[config.mk]
export PLATFORM = sky130hd
export DESIGN_NAME = mult_operand_scheduler
export DESIGN_NICKNAME = d
export VERILOG_FILES = /design/src/rtl/mult_operand_scheduler_pkg.sv /design/src/rtl/mult_operand_scheduler_fifo.sv /design/src/rtl/mult_operand_scheduler.sv
export SDC_FILE = /design/constraint.sdc
export NUM_CORES = 1
export LEC_CHECK = 0
export ABC_AREA = 1
export BUFFER_PORTS_ARGS = -buffer_cell sky130_fd_sc_hd__clkbuf_2
export CAP_MARGIN = 30
export CORE_MARGIN = 3
export CORE_UTILIZATION = 56
export DETAILED_ROUTE_END_ITERATION = 6
export GPL_TIMING_DRIVEN = 0
export PLACE_DENSITY = 0.88
export SKIP_LAST_GASP = 1
export SLEW_MARGIN = 5
export SYNTH_ARGS = -nofsm -noshare
export SYNTH_HDL_FRONTEND = slang
export SYNTH_SLANG_ARGS = --single-unit
[constraint.sdc]
create_clock -name clk -period 2.1 [get_ports clk]
set_input_delay 0.42 -clock clk [delete_from_list [all_inputs] [get_ports clk]]
set_output_delay 0.42 -clock clk [all_outputs]
set_load 0.01 [all_outputs]
[src/rtl/mult_operand_scheduler_pkg.sv]
// Shared types and derived widths for the multiplier operand scheduler.
package mult_sched_pkg;

    // Scheduler FSM states, 3-bit encoding.
    typedef enum logic [2:0] {
        ST_IDLE      = 3'd0,
        ST_ISSUE     = 3'd1,
        ST_WAIT_BUSY = 3'd2,
        ST_WAIT_DONE = 3'd3,
        ST_OUTPUT    = 3'd4
    } sched_state_e;

    // Default configuration and the widths derived from it.
    localparam int DEF_WORD_LENGTH = 4;
    localparam int DEF_FIFO_DEPTH  = 4;
    localparam int PROD_W          = 2 * DEF_WORD_LENGTH;
    localparam int PTR_W           = $clog2(DEF_FIFO_DEPTH);

    // Product width for an arbitrary operand width (full width, no truncation).
    function automatic int prod_width(input int word_length);
        return 2 * word_length;
    endfunction

endpackage

[src/rtl/mult_operand_scheduler_fifo.sv]
// Operand-pair FIFO: synchronous, show-ahead head, extra pointer bit for full/empty.
module op_pair_fifo #(
    parameter int WIDTH = 8,
    parameter int DEPTH = 4
) (
    input  logic             clk,
    input  logic             reset,
    input  logic             i_push,
    input  logic             i_pop,
    input  logic [WIDTH-1:0] i_data,
    output logic [WIDTH-1:0] o_data,
    output logic             o_full,
    output logic             o_empty
);
    localparam int AW = $clog2(DEPTH);

    logic [WIDTH-1:0] r_mem [DEPTH];
    logic [AW:0]      r_wr_ptr;
    logic [AW:0]      r_rd_ptr;
    logic             w_full;
    logic             w_empty;
    logic             w_do_push;
    logic             w_do_pop;

    // Same index with differing wrap bits means every slot is occupied.
    assign w_full    = (r_wr_ptr[AW] != r_rd_ptr[AW]) &&
                       (r_wr_ptr[AW-1:0] == r_rd_ptr[AW-1:0]);
    assign w_empty   = (r_wr_ptr == r_rd_ptr);
    // A full FIFO refuses a push even when a pop frees a slot in the same cycle.
    assign w_do_push = i_push && !w_full;
    assign w_do_pop  = i_pop && !w_empty;

    assign o_full  = w_full;
    assign o_empty = w_empty;
    assign o_data  = r_mem[r_rd_ptr[AW-1:0]];

    // Storage array write; contents are don't-care until a pointer covers them.
    always_ff @(posedge clk) begin
        if (w_do_push) begin
            r_mem[r_wr_ptr[AW-1:0]] <= i_data;
        end
    end

    // Read and write pointers, wrapping modulo twice the depth.
    always_ff @(posedge clk or posedge reset) begin
        if (reset) begin
            r_wr_ptr <= '0;
            r_rd_ptr <= '0;
        end else begin
            if (w_do_push) begin
                r_wr_ptr <= r_wr_ptr + {{AW{1'b0}}, 1'b1};
            end
            if (w_do_pop) begin
                r_rd_ptr <= r_rd_ptr + {{AW{1'b0}}, 1'b1};
            end
        end
    end

endmodule

[src/rtl/mult_operand_scheduler.sv]
// Feeds buffered operand pairs to the multiplier one at a time and returns
// each product with its operands on a valid/ready stream, with stall timeout.
module mult_operand_scheduler
    import mult_sched_pkg::*;
#(
    parameter int WORD_LENGTH    = 4,
    parameter int FIFO_DEPTH     = 4,
    parameter int TIMEOUT_CYCLES = 64
) (
    input  logic                       clk,
    input  logic                       reset,
    input  logic                       in_valid,
    output logic                       in_ready,
    input  logic [WORD_LENGTH-1:0]     in_word0,
    input  logic [WORD_LENGTH-1:0]     in_word1,
    output logic                       mul_start,
    output logic [WORD_LENGTH-1:0]     mul_word0,
    output logic [WORD_LENGTH-1:0]     mul_word1,
    input  logic                       mul_ready,
    input  logic [2*WORD_LENGTH-1:0]   mul_product,
    output logic                       out_valid,
    input  logic                       out_ready,
    output logic [2*WORD_LENGTH-1:0]   out_product,
    output logic [WORD_LENGTH-1:0]     out_word0,
    output logic [WORD_LENGTH-1:0]     out_word1,
    output logic                       busy,
    output logic                       timeout_err
);
    localparam int PW    = prod_width(WORD_LENGTH);
    localparam int CNT_W = $clog2(TIMEOUT_CYCLES) + 1;
    // The abort fires on the edge where the counter would reach TIMEOUT_CYCLES-1.
    localparam logic [CNT_W-1:0] CNT_LAST = CNT_W'(TIMEOUT_CYCLES - 2);

    sched_state_e           r_state;
    sched_state_e           w_next;
    logic                   w_pop;
    logic                   w_capture;
    logic                   w_timeout;
    logic                   w_cnt_hit;
    logic                   w_fifo_full;
    logic                   w_fifo_empty;
    logic [PW-1:0]          w_head;
    logic [CNT_W-1:0]       r_cnt;
    logic                   r_mul_start;
    logic                   r_busy;
    logic                   r_out_valid;
    logic                   r_timeout_err;
    logic [WORD_LENGTH-1:0] r_mul_word0;
    logic [WORD_LENGTH-1:0] r_mul_word1;
    logic [PW-1:0]          r_out_product;
    logic [WORD_LENGTH-1:0] r_out_word0;
    logic [WORD_LENGTH-1:0] r_out_word1;

    op_pair_fifo #(
        .WIDTH (2 * WORD_LENGTH),
        .DEPTH (FIFO_DEPTH)
    ) u_fifo (
        .clk     (clk),
        .reset   (reset),
        .i_push  (in_valid),
        .i_pop   (w_pop),
        .i_data  ({in_word0, in_word1}),
        .o_data  (w_head),
        .o_full  (w_fifo_full),
        .o_empty (w_fifo_empty)
    );

    assign w_cnt_hit = (r_cnt == CNT_LAST);

    // Next-state logic plus the pop/capture/abort strobes it implies.
    always_comb begin
        w_next    = r_state;
        w_pop     = 1'b0;
        w_capture = 1'b0;
        w_timeout = 1'b0;
        case (r_state)
            ST_IDLE: begin
                if (!w_fifo_empty && mul_ready) begin
                    w_next = ST_ISSUE;
                    w_pop  = 1'b1;
                end else begin
                    w_next = ST_IDLE;
                end
            end
            ST_ISSUE: begin
                w_next = ST_WAIT_BUSY;
            end
            ST_WAIT_BUSY: begin
                if (w_cnt_hit) begin
                    w_next    = ST_IDLE;
                    w_timeout = 1'b1;
                end else if (!mul_ready) begin
                    w_next = ST_WAIT_DONE;
                end else begin
                    w_next = ST_WAIT_BUSY;
                end
            end
            ST_WAIT_DONE: begin
                // A product arriving on the abort cycle still wins.
                if (mul_ready) begin
                    w_next    = ST_OUTPUT;
                    w_capture = 1'b1;
                end else if (w_cnt_hit) begin
                    w_next    = ST_IDLE;
                    w_timeout = 1'b1;
                end else begin
                    w_next = ST_WAIT_DONE;
                end
            end
            ST_OUTPUT: begin
                if (out_ready) begin
                    w_next = ST_IDLE;
                end else begin
                    w_next = ST_OUTPUT;
                end
            end
            default: begin
                w_next = ST_IDLE;
            end
        endcase
    end

    // FSM state register.
    always_ff @(posedge clk or posedge reset) begin
        if (reset) begin
            r_state <= ST_IDLE;
        end else begin
            r_state <= w_next;
        end
    end

    // Timeout counter: cleared while issuing, counts through both wait states.
    always_ff @(posedge clk or posedge reset) begin
        if (reset) begin
            r_cnt <= '0;
        end else if (r_state == ST_ISSUE) begin
            r_cnt <= '0;
        end else if ((r_state == ST_WAIT_BUSY) || (r_state == ST_WAIT_DONE)) begin
            r_cnt <= r_cnt + {{(CNT_W-1){1'b0}}, 1'b1};
        end
    end

    // Operands to the multiplier, loaded on pop and held until the next pop.
    always_ff @(posedge clk or posedge reset) begin
        if (reset) begin
            r_mul_word0 <= '0;
            r_mul_word1 <= '0;
        end else if (w_pop) begin
            r_mul_word0 <= w_head[PW-1:WORD_LENGTH];
            r_mul_word1 <= w_head[WORD_LENGTH-1:0];
        end
    end

    // Result registers, captured when the multiplier reports done.
    always_ff @(posedge clk or posedge reset) begin
        if (reset) begin
            r_out_product <= '0;
            r_out_word0   <= '0;
            r_out_word1   <= '0;
        end else if (w_capture) begin
            r_out_product <= mul_product;
            r_out_word0   <= r_mul_word0;
            r_out_word1   <= r_mul_word1;
        end
    end

    // Registered status outputs decoded from the next state; error is sticky.
    always_ff @(posedge clk or posedge reset) begin
        if (reset) begin
            r_mul_start   <= 1'b0;
            r_busy        <= 1'b0;
            r_out_valid   <= 1'b0;
            r_timeout_err <= 1'b0;
        end else begin
            r_mul_start <= (w_next == ST_ISSUE);
            r_busy      <= (w_next != ST_IDLE);
            r_out_valid <= (w_next == ST_OUTPUT);
            if (w_timeout) begin
                r_timeout_err <= 1'b1;
            end
        end
    end

    assign in_ready    = !w_fifo_full;
    assign mul_start   = r_mul_start;
    assign mul_word0   = r_mul_word0;
    assign mul_word1   = r_mul_word1;
    assign out_valid   = r_out_valid;
    assign out_product = r_out_product;
    assign out_word0   = r_out_word0;
    assign out_word1   = r_out_word1;
    assign busy        = r_busy;
    assign timeout_err = r_timeout_err;

endmodule

# After elaboration in Yosys (flattened, before gate mapping)
# Memories as Yosys holds them, arrays and structs flattened. A register that Yosys moved wholly into a read port is not among the register bits.
# Index checks and enable logic that the tools add are counted.
totals:
  mem_count: 1
  out_inout_bits: 29
  register_bits: 36
  elab_cells: 53
  in_bits: 21
  ram_bits: 32
mem_list:
  columns: ["name", "depth", "word_bits", "rd", "rd_ports_with_merged_regs", "wr", "line_no", "source"]
  rows:
  - ["u_fifo.r_mem", 4, 8, 1, 1, 1, "mult_operand_scheduler_fifo.sv:17", "logic [WIDTH-1:0] r_mem [DEPTH];"]
op_classes:
  n_eq_ne: 10
  n_addsub: 3
  reduce_logical: 10
  muxes: 18
ops:
  columns: ["operator", "count"]
  rows:
  - ["$pmux W3 S5", 1]
  - ["$mux W7", 2]
  - ["$mux W1", 10]
  - ["$add A7 B1 Y7 const B", 1]
  - ["$eq A7 B6 Y1 const B", 1]
  - ["$add A3 B1 Y3 const B", 2]
  - ["$eq A3 B1 Y1 const B", 2]
  - ["$eq A3 B2 Y1 const B", 2]
  - ["$eq A3 B3 Y1 const B", 2]
  - ["$mux W3", 2]
  - ["$logic_and A1 B1 Y1", 4]
  - ["$mux W2", 2]
  - ["$eq A3 B3 Y1", 1]
  - ["$logic_not A3 Y1", 1]
  - ["$reduce_bool A3 Y1", 1]
  - ["$eq A2 B2 Y1", 1]
  - ["$logic_not A1 Y1", 2]
  - ["$pmux W1 S2", 1]
  - ["$reduce_bool A2 Y1", 1]
  - ["$logic_or A1 B1 Y1", 1]
  - ["$ne A1 B1 Y1", 1]

# Depth between registers and ports, before layout
logic_depth:
  word_depth: 6
  depth_mapped: 9
  mapped_depth_nobuf: 8

# Cells and area by module
# A second synthesis with hierarchy kept.
unflattened:
  cells_unflattened: 323
  hier_area_um2: 3319.4
by_module_without_submodules:
  columns: ["module", "cells_each", "instances", "area_per_inst_um2", "seq_area_each_um2"]
  rows:
  - ["op_pair_fifo", 139, 1, 1662.8, 1111.1]
  - ["mult_operand_scheduler", 184, 1, 1656.6, 950.9]

# Worst setup path after synthesis
# OpenSTA, ideal clock, no wires.
synth_path:
  kind: "reg2reg"
  startpoint: "reg u_fifo.r_rd_ptr[1]"
  endpoint: "mem u_fifo.r_mem[0][0] (enable)"
  path_buffers: 1
  setup_time_ns: 0.371
  arrival_time_ns: 1.359
  path_stages_with_launch: 7
  period_less_slack_ns: 1.729
  required_time_ns: 1.729
  setup_slack_ns: 0.371
  path_cell_list: "dfrtp_1 > clkbuf_2 > nand2_1 > nand2_1 > nand3_1 > nand2_2 > nor2_1"
synth_via:
  elab_chain_len: 6
synth_rtl:
  columns: ["element", "line_no", "source"]
  rows:
  - ["start: declaration", "mult_operand_scheduler_fifo.sv:19", "logic [AW:0] r_rd_ptr;"]
  - ["start signal: assignment", "mult_operand_scheduler_fifo.sv:54", "r_rd_ptr <= r_rd_ptr + {{AW{1'b0}}, 1'b1};"]
  - ["$eq A2 B2 Y1", "mult_operand_scheduler_fifo.sv:27", "(r_wr_ptr[AW-1:0] == r_rd_ptr[AW-1:0]);"]
  - ["$logic_and A1 B1 Y1", "mult_operand_scheduler_fifo.sv:26", "assign w_full = (r_wr_ptr[AW] != r_rd_ptr[AW]) &&"]
  - ["$logic_not A1 Y1", null, null]
  - ["net in_ready", "mult_operand_scheduler.sv:13", "output logic in_ready,"]
  - ["$logic_and A1 B1 Y1", "mult_operand_scheduler_fifo.sv:30", "assign w_do_push = i_push && !w_full;"]
  - ["$mux W1", "mult_operand_scheduler_fifo.sv:39", "if (w_do_push) begin"]
  - ["$mux W1 (not written as such)", "mult_operand_scheduler_fifo.sv:40", "r_mem[r_wr_ptr[AW-1:0]] <= i_data;"]
  - ["end: declaration", "mult_operand_scheduler_fifo.sv:17", null]
# The timed path passes the listed nets, and every way through them passes these cells.

# Final worst setup path
layout_path:
  startpoint: "reg u_fifo.r_rd_ptr[1]"
  endpoint: "mem u_fifo.r_mem[3][0] (enable)"
layout_via:
  elab_chain_len: 6
layout_rtl:
  columns: ["element", "line_no"]
  rows:
  - ["$eq A2 B2 Y1", "mult_operand_scheduler_fifo.sv:27"]
  - ["$logic_and A1 B1 Y1", "mult_operand_scheduler_fifo.sv:26"]
  - ["$logic_not A1 Y1", "mult_operand_scheduler_fifo.sv:30"]
  - ["$logic_and A1 B1 Y1", "mult_operand_scheduler_fifo.sv:30"]
  - ["$mux W1", "mult_operand_scheduler_fifo.sv:39"]
  - ["$mux W1 (not written as such)", "mult_operand_scheduler_fifo.sv:40"]
# Every way passes these cells.

==> results.md <==
- The weighted congestion reported at the end of routability-driven placement is 0.795.
- The detail-routed via count per cell is 5.22.
- Summing over every cut layer, the via total after detailed routing is 2176.
- The most used flip-flop cell after synthesis is sky130_fd_sc_hd__dfrtp_1.
- The actual transition at the worst max-transition pin is 0.792 ns.
- The wire length of the first global-routing pass is 9890 um.
- The portion of total power attributed to sequential cells is 42.4%.
- The worst setup path is launched from a flip-flop.
- The average instance in the mapped netlist occupies 11.5 um2.
- Entering global routing, the biggest net connects 41 pins.
- The detailed placer's ending HPWL is 4260 um.
- Of all flip-flops after synthesis, the portion carrying an async set or reset was 57.9%.
- In this run the power spent charging and discharging nets is 1.98 mW.
- The count of final max-slew check failures is 0.
- The biggest area contributor in the post-synthesis netlist is sky130_fd_sc_hd__dfrtp_1.
- TritonCTS built the clock tree.
- Of the post-synthesis cell area, the dominant cell type holds 34.2%.
- Counting the buffers created by CTS gives 9.
- The CTS H-tree depth is 3.
- The run finished with clean final reports.
- The via count of the first global-routing pass is 2158.
- The initial core utilization is 60.3%.
- In the synthesized netlist, the number of instances is 280.
- Fill cells in the final layout number 380.
- Setup repair after global routing could not meet its margin everywhere.
- The floorplan step defined a die boundary enclosing 6690 um2.
- The repair_antennas step left the layout with diodes totalling 0.
- The remaining antenna violation count is 0.
- The clock root buffer is sky130_fd_sc_hd__clkbuf_8.
- The worst path in the final design needs a cycle of 2.08 ns, including I/O delays and setup.
- In the final routed layout, each cell accounts on average for 14.3 um.
- The number of nets at the end of the flow is 370.
- For the worst-skew pair, the clock arrives at the later sink with an insertion delay of 0.35 ns.
- The maximum clock skew at final layout is 0.00779 ns.
- The pre-CTS setup slack is -0.0157 ns.
- Sorting the synthesized cells by how often they occur yields sky130_fd_sc_hd__nand2_1 (58), sky130_fd_sc_hd__dfrtp_1 (44), sky130_fd_sc_hd__edfxtp_1 (32).
- The share of post-route cells with drive strength above 1 is 28.2%.
- The number of flops mapped to enable cells by yosys is 32.
- Headroom to the max-slew limit came out at 47.0%.
- The total design power is 5.51 mW.
- The final-report hold violation count is 0.
- Cell internal power was estimated by the tool at 3.53 mW.
- The final worst slack is 0.0157 ns.
- Buffers placed on the I/O ports in this run total 49.
- The flip-flop and latch count after synthesis is 76.
- The deepest clock path buffer count is 2.
- The final layout contains routed wiring with a total length of 5960 um.
- The number of antenna violations at the first check in global routing is 0.
- The clock network burns 21.3% of the power.
- For this run the aggregate overflow at the end of global routing stands at 0.
- The data arrival time at the worst-slack endpoint is 2.06 ns.
- The count of different cell masters after synthesis is 28.
- The static leakage power is 1.79 nW.
- For this run, the detailed router's first-pass iteration total came to 4.
- The tightest min-delay check is of the primary input to flip-flop type.
- After clock tree synthesis, the clock-pin slew on the worst setup and hold paths is 0.08 ns.
- The most common cell in the synthesized netlist is sky130_fd_sc_hd__nand2_1.
- The CTS sink count is 76.
- The remaining routing DRC violations is 0.
- In this run the standard cell core region covers 5340 um2.
- The signed area change from the synthesized netlist to the final layout is 18.0%.
- The overall track demand over capacity in global routing is 20.0%.
- After synthesis the cells add up to 3220 um2.
- Of all nets on the critical path, the largest fanout is 10.
- Setup violations remaining at the end of the flow were counted as 0.
- The number of max-capacitance violations reported is 0.
- In this run the horizontal extent of the chip is 81.8 um.
- The post-route fraction of the period consumed by the critical path is 99.3%.
- Yosys attributes the largest share of cell area to sky130_fd_sc_hd__dfrtp_1 (34%), sky130_fd_sc_hd__edfxtp_1 (30%), sky130_fd_sc_hd__nand2_1 (6.8%).
- The multi-input combinational cells in the finished layout cover a total of 986 um2.
- The detailed router finished its first iteration with 75 violations.
- The number of placed I/O pins is 50.
- The synthesized net count is 308.
- The register area share after synthesis is 64.1%.
- Net switching is 36.0% of the power.
- The share of total power in combinational logic is 36.3%.
- The number of standard-cell rows in the floorplan is 26.
- The total area of sequential cells is 2060 um2.
- The die is 81.8 um tall.
- The largest voltage drop on the vdd net is 0.773 mV.
- The data required time at the worst endpoint is 2.07 ns.
- The number of warnings issued by yosys is 0.
- STA classifies the critical path endpoint as a flip-flop.
- For this design the ratio of total power to cell area is 1450 nW/um2.
- For this run, the top clock speed supported by timing is 0.480 GHz.
- The startpoint-to-endpoint class of the critical path is flip-flop to flip-flop.
-- power groups by stage --
stage / Clock, mW / Sequential (mW) / Combinational [mW]
floorplan: 0 / 2.42 / 1.29
detailed placement: 0 / 2.37 / 2.01
global route: 1.27 / 2.39 / 2.26
global placement: 0 / 2.34 / 1.92
CTS: 1.20 / 2.34 / 2.02
finish: 1.17 / 2.34 / 2.00
-- final timing paths --
| kind | from | endpoint | slack [ns] | depth (start not counted) |
|---|---|---|---|---|
| setup reg to reg | u_fifo.r_rd_ptr[1]$_DFFE_PP0P_ | u_fifo.r_mem[3][0]$_DFFE_PP_ | 0.02 | 6 |
| setup / recovery | u_fifo.r_rd_ptr[1]$_DFFE_PP0P_ | u_fifo.r_mem[3][0]$_DFFE_PP_ | 0.02 | 6 |
| min in group asynchronous | reset | out_product[4]$_DFFE_PP0P_ | 0.48 | 3 |
| hold / removal | in_word0[1] | u_fifo.r_mem[0][5]$_DFFE_PP_ | 0.29 | 1 |
| max in group asynchronous | reset | r_cnt[0]$_DFFE_PP0P_ | 1.20 | 4 |
| hold reg to reg | timeout_err$_DFFE_PP0P_ | timeout_err$_DFFE_PP0P_ | 0.49 | 1 |
-- sequential cells by signal, indices dropped and copies added (netlist names) --
register	count
u_fifo.r_mem	32
out_product	8
r_cnt	7
mul_word0	4
mul_word1	4
out_word0	4
out_word1	4
r_state	3
u_fifo.r_rd_ptr	3
u_fifo.r_wr_ptr	3
busy	1
mul_start	1
out_valid	1
timeout_err	1
-- cell families (layout without fill, tap and decap cells) --
family | count (synthesis) | in the layout | share of synthesized area [%]
xor gates and xnor gates | 3 | 3 | 0.817
DFF | 76 | 76 | 64.1
buffers and inverters | 34 | 101 | 5.21
muxes | 16 | 16 | 6.54
adders and majority gates | 7 | 7 | 2.72
AOI/OAI and AO/OA | 41 | 41 | 7.00
and+or+nand+nor | 103 | 103 | 13.6
-- worst max-delay path: stages, from the launching register on --
cell,delay [ns]
sky130_fd_sc_hd__dfrtp_1,0.40
sky130_fd_sc_hd__clkbuf_2,0.19
sky130_fd_sc_hd__nand2_1,0.10
sky130_fd_sc_hd__nand2_1,0.07
sky130_fd_sc_hd__nand3_1,0.17
sky130_fd_sc_hd__nand2_2,0.14
sky130_fd_sc_hd__nor2_1,0.63
-- placed cells by master, fill, tap and decap left out --
cell                            count
sky130_fd_sc_hd__edfxtp_1          32
sky130_fd_sc_hd__nand2_4            1
sky130_fd_sc_hd__xnor2_1            2
sky130_fd_sc_hd__nand2_1           58
sky130_fd_sc_hd__ha_1               7
sky130_fd_sc_hd__o21ai_2            1
sky130_fd_sc_hd__clkinv_1           1
sky130_fd_sc_hd__nor2_1            27
sky130_fd_sc_hd__mux2_2             8
sky130_fd_sc_hd__bufinv_16          2
sky130_fd_sc_hd__xor2_1             1
sky130_fd_sc_hd__inv_2              3
sky130_fd_sc_hd__buf_2              2
sky130_fd_sc_hd__clkinv_4           2
sky130_fd_sc_hd__a21oi_1            2
sky130_fd_sc_hd__nand2_2            3
sky130_fd_sc_hd__buf_12             1
sky130_fd_sc_hd__clkbuf_8           9
sky130_fd_sc_hd__dfrtp_1           44
sky130_fd_sc_hd__nand3_1           11
sky130_fd_sc_hd__clkbuf_2          50
sky130_fd_sc_hd__o21ai_0           26
sky130_fd_sc_hd__nand2_8            1
sky130_fd_sc_hd__clkinv_2           2
sky130_fd_sc_hd__mux2_4             8
sky130_fd_sc_hd__buf_6              2
sky130_fd_sc_hd__dlygate4sd3_1      1
sky130_fd_sc_hd__inv_1             23
sky130_fd_sc_hd__buf_8              1
sky130_fd_sc_hd__nand3b_1           1
sky130_fd_sc_hd__inv_4              1
sky130_fd_sc_hd__o22ai_1           11
sky130_fd_sc_hd__a21o_1             1
sky130_fd_sc_hd__inv_8              1
sky130_fd_sc_hd__nor3_1             1
-- stage by stage --
step | instance area, um2 | setup TNS (ns) | cells | util, % | hold WS (ns)
floorplan | 3220 | 0 | 280 | - | 0.493
global placement | 3550 | 0 | 399 | 66.5 | 0.451
detailed placement | 3570 | -0.199 | 400 | 66.9 | 0.294
CTS | 3790 | -0.641 | 417 | 71.1 | 0.276
global route | 3790 | -4.66 | 417 | 71.1 | 0.279
finish | 3790 | 0 | 417 | 71.1 | 0.289
-- layer usage --
metal / global-route usage, % / wire length (um) / vias to the layer above
met3: 6.36 / 386 / 11
met5: 0 / 0 / -
met1: 23.1 / 2530 / 1028
met2: 35.3 / 2980 / 69
met4: 6.31 / 58 / 0
li1: - / - / 1068
-- repair_timing --
item | 4_1_cts | 5_1_grt
pin swaps | 0 | 0
endpoints found under the hold margin | 4 | 0
setup endpoints to repair | 24 | 32
hold buffers | 1 | 0
gates resized for setup | 0 | 0
setup buffers | 0 | 0
gates cloned | 0 | 0
-- layout make-up --
cell class / count / area share (%)
inverter: 28 / 3.03
buffer: 6 / 1.39
clock inverter: 7 / 2.41
sequential: 76 / 54.4
tap: 70 / 2.31
timing repair buffer: 51 / 7.26
clock buffer: 9 / 3.27
multi-input combinational: 170 / 26.0
Note: power is estimated with default switching activity, not from simulation.
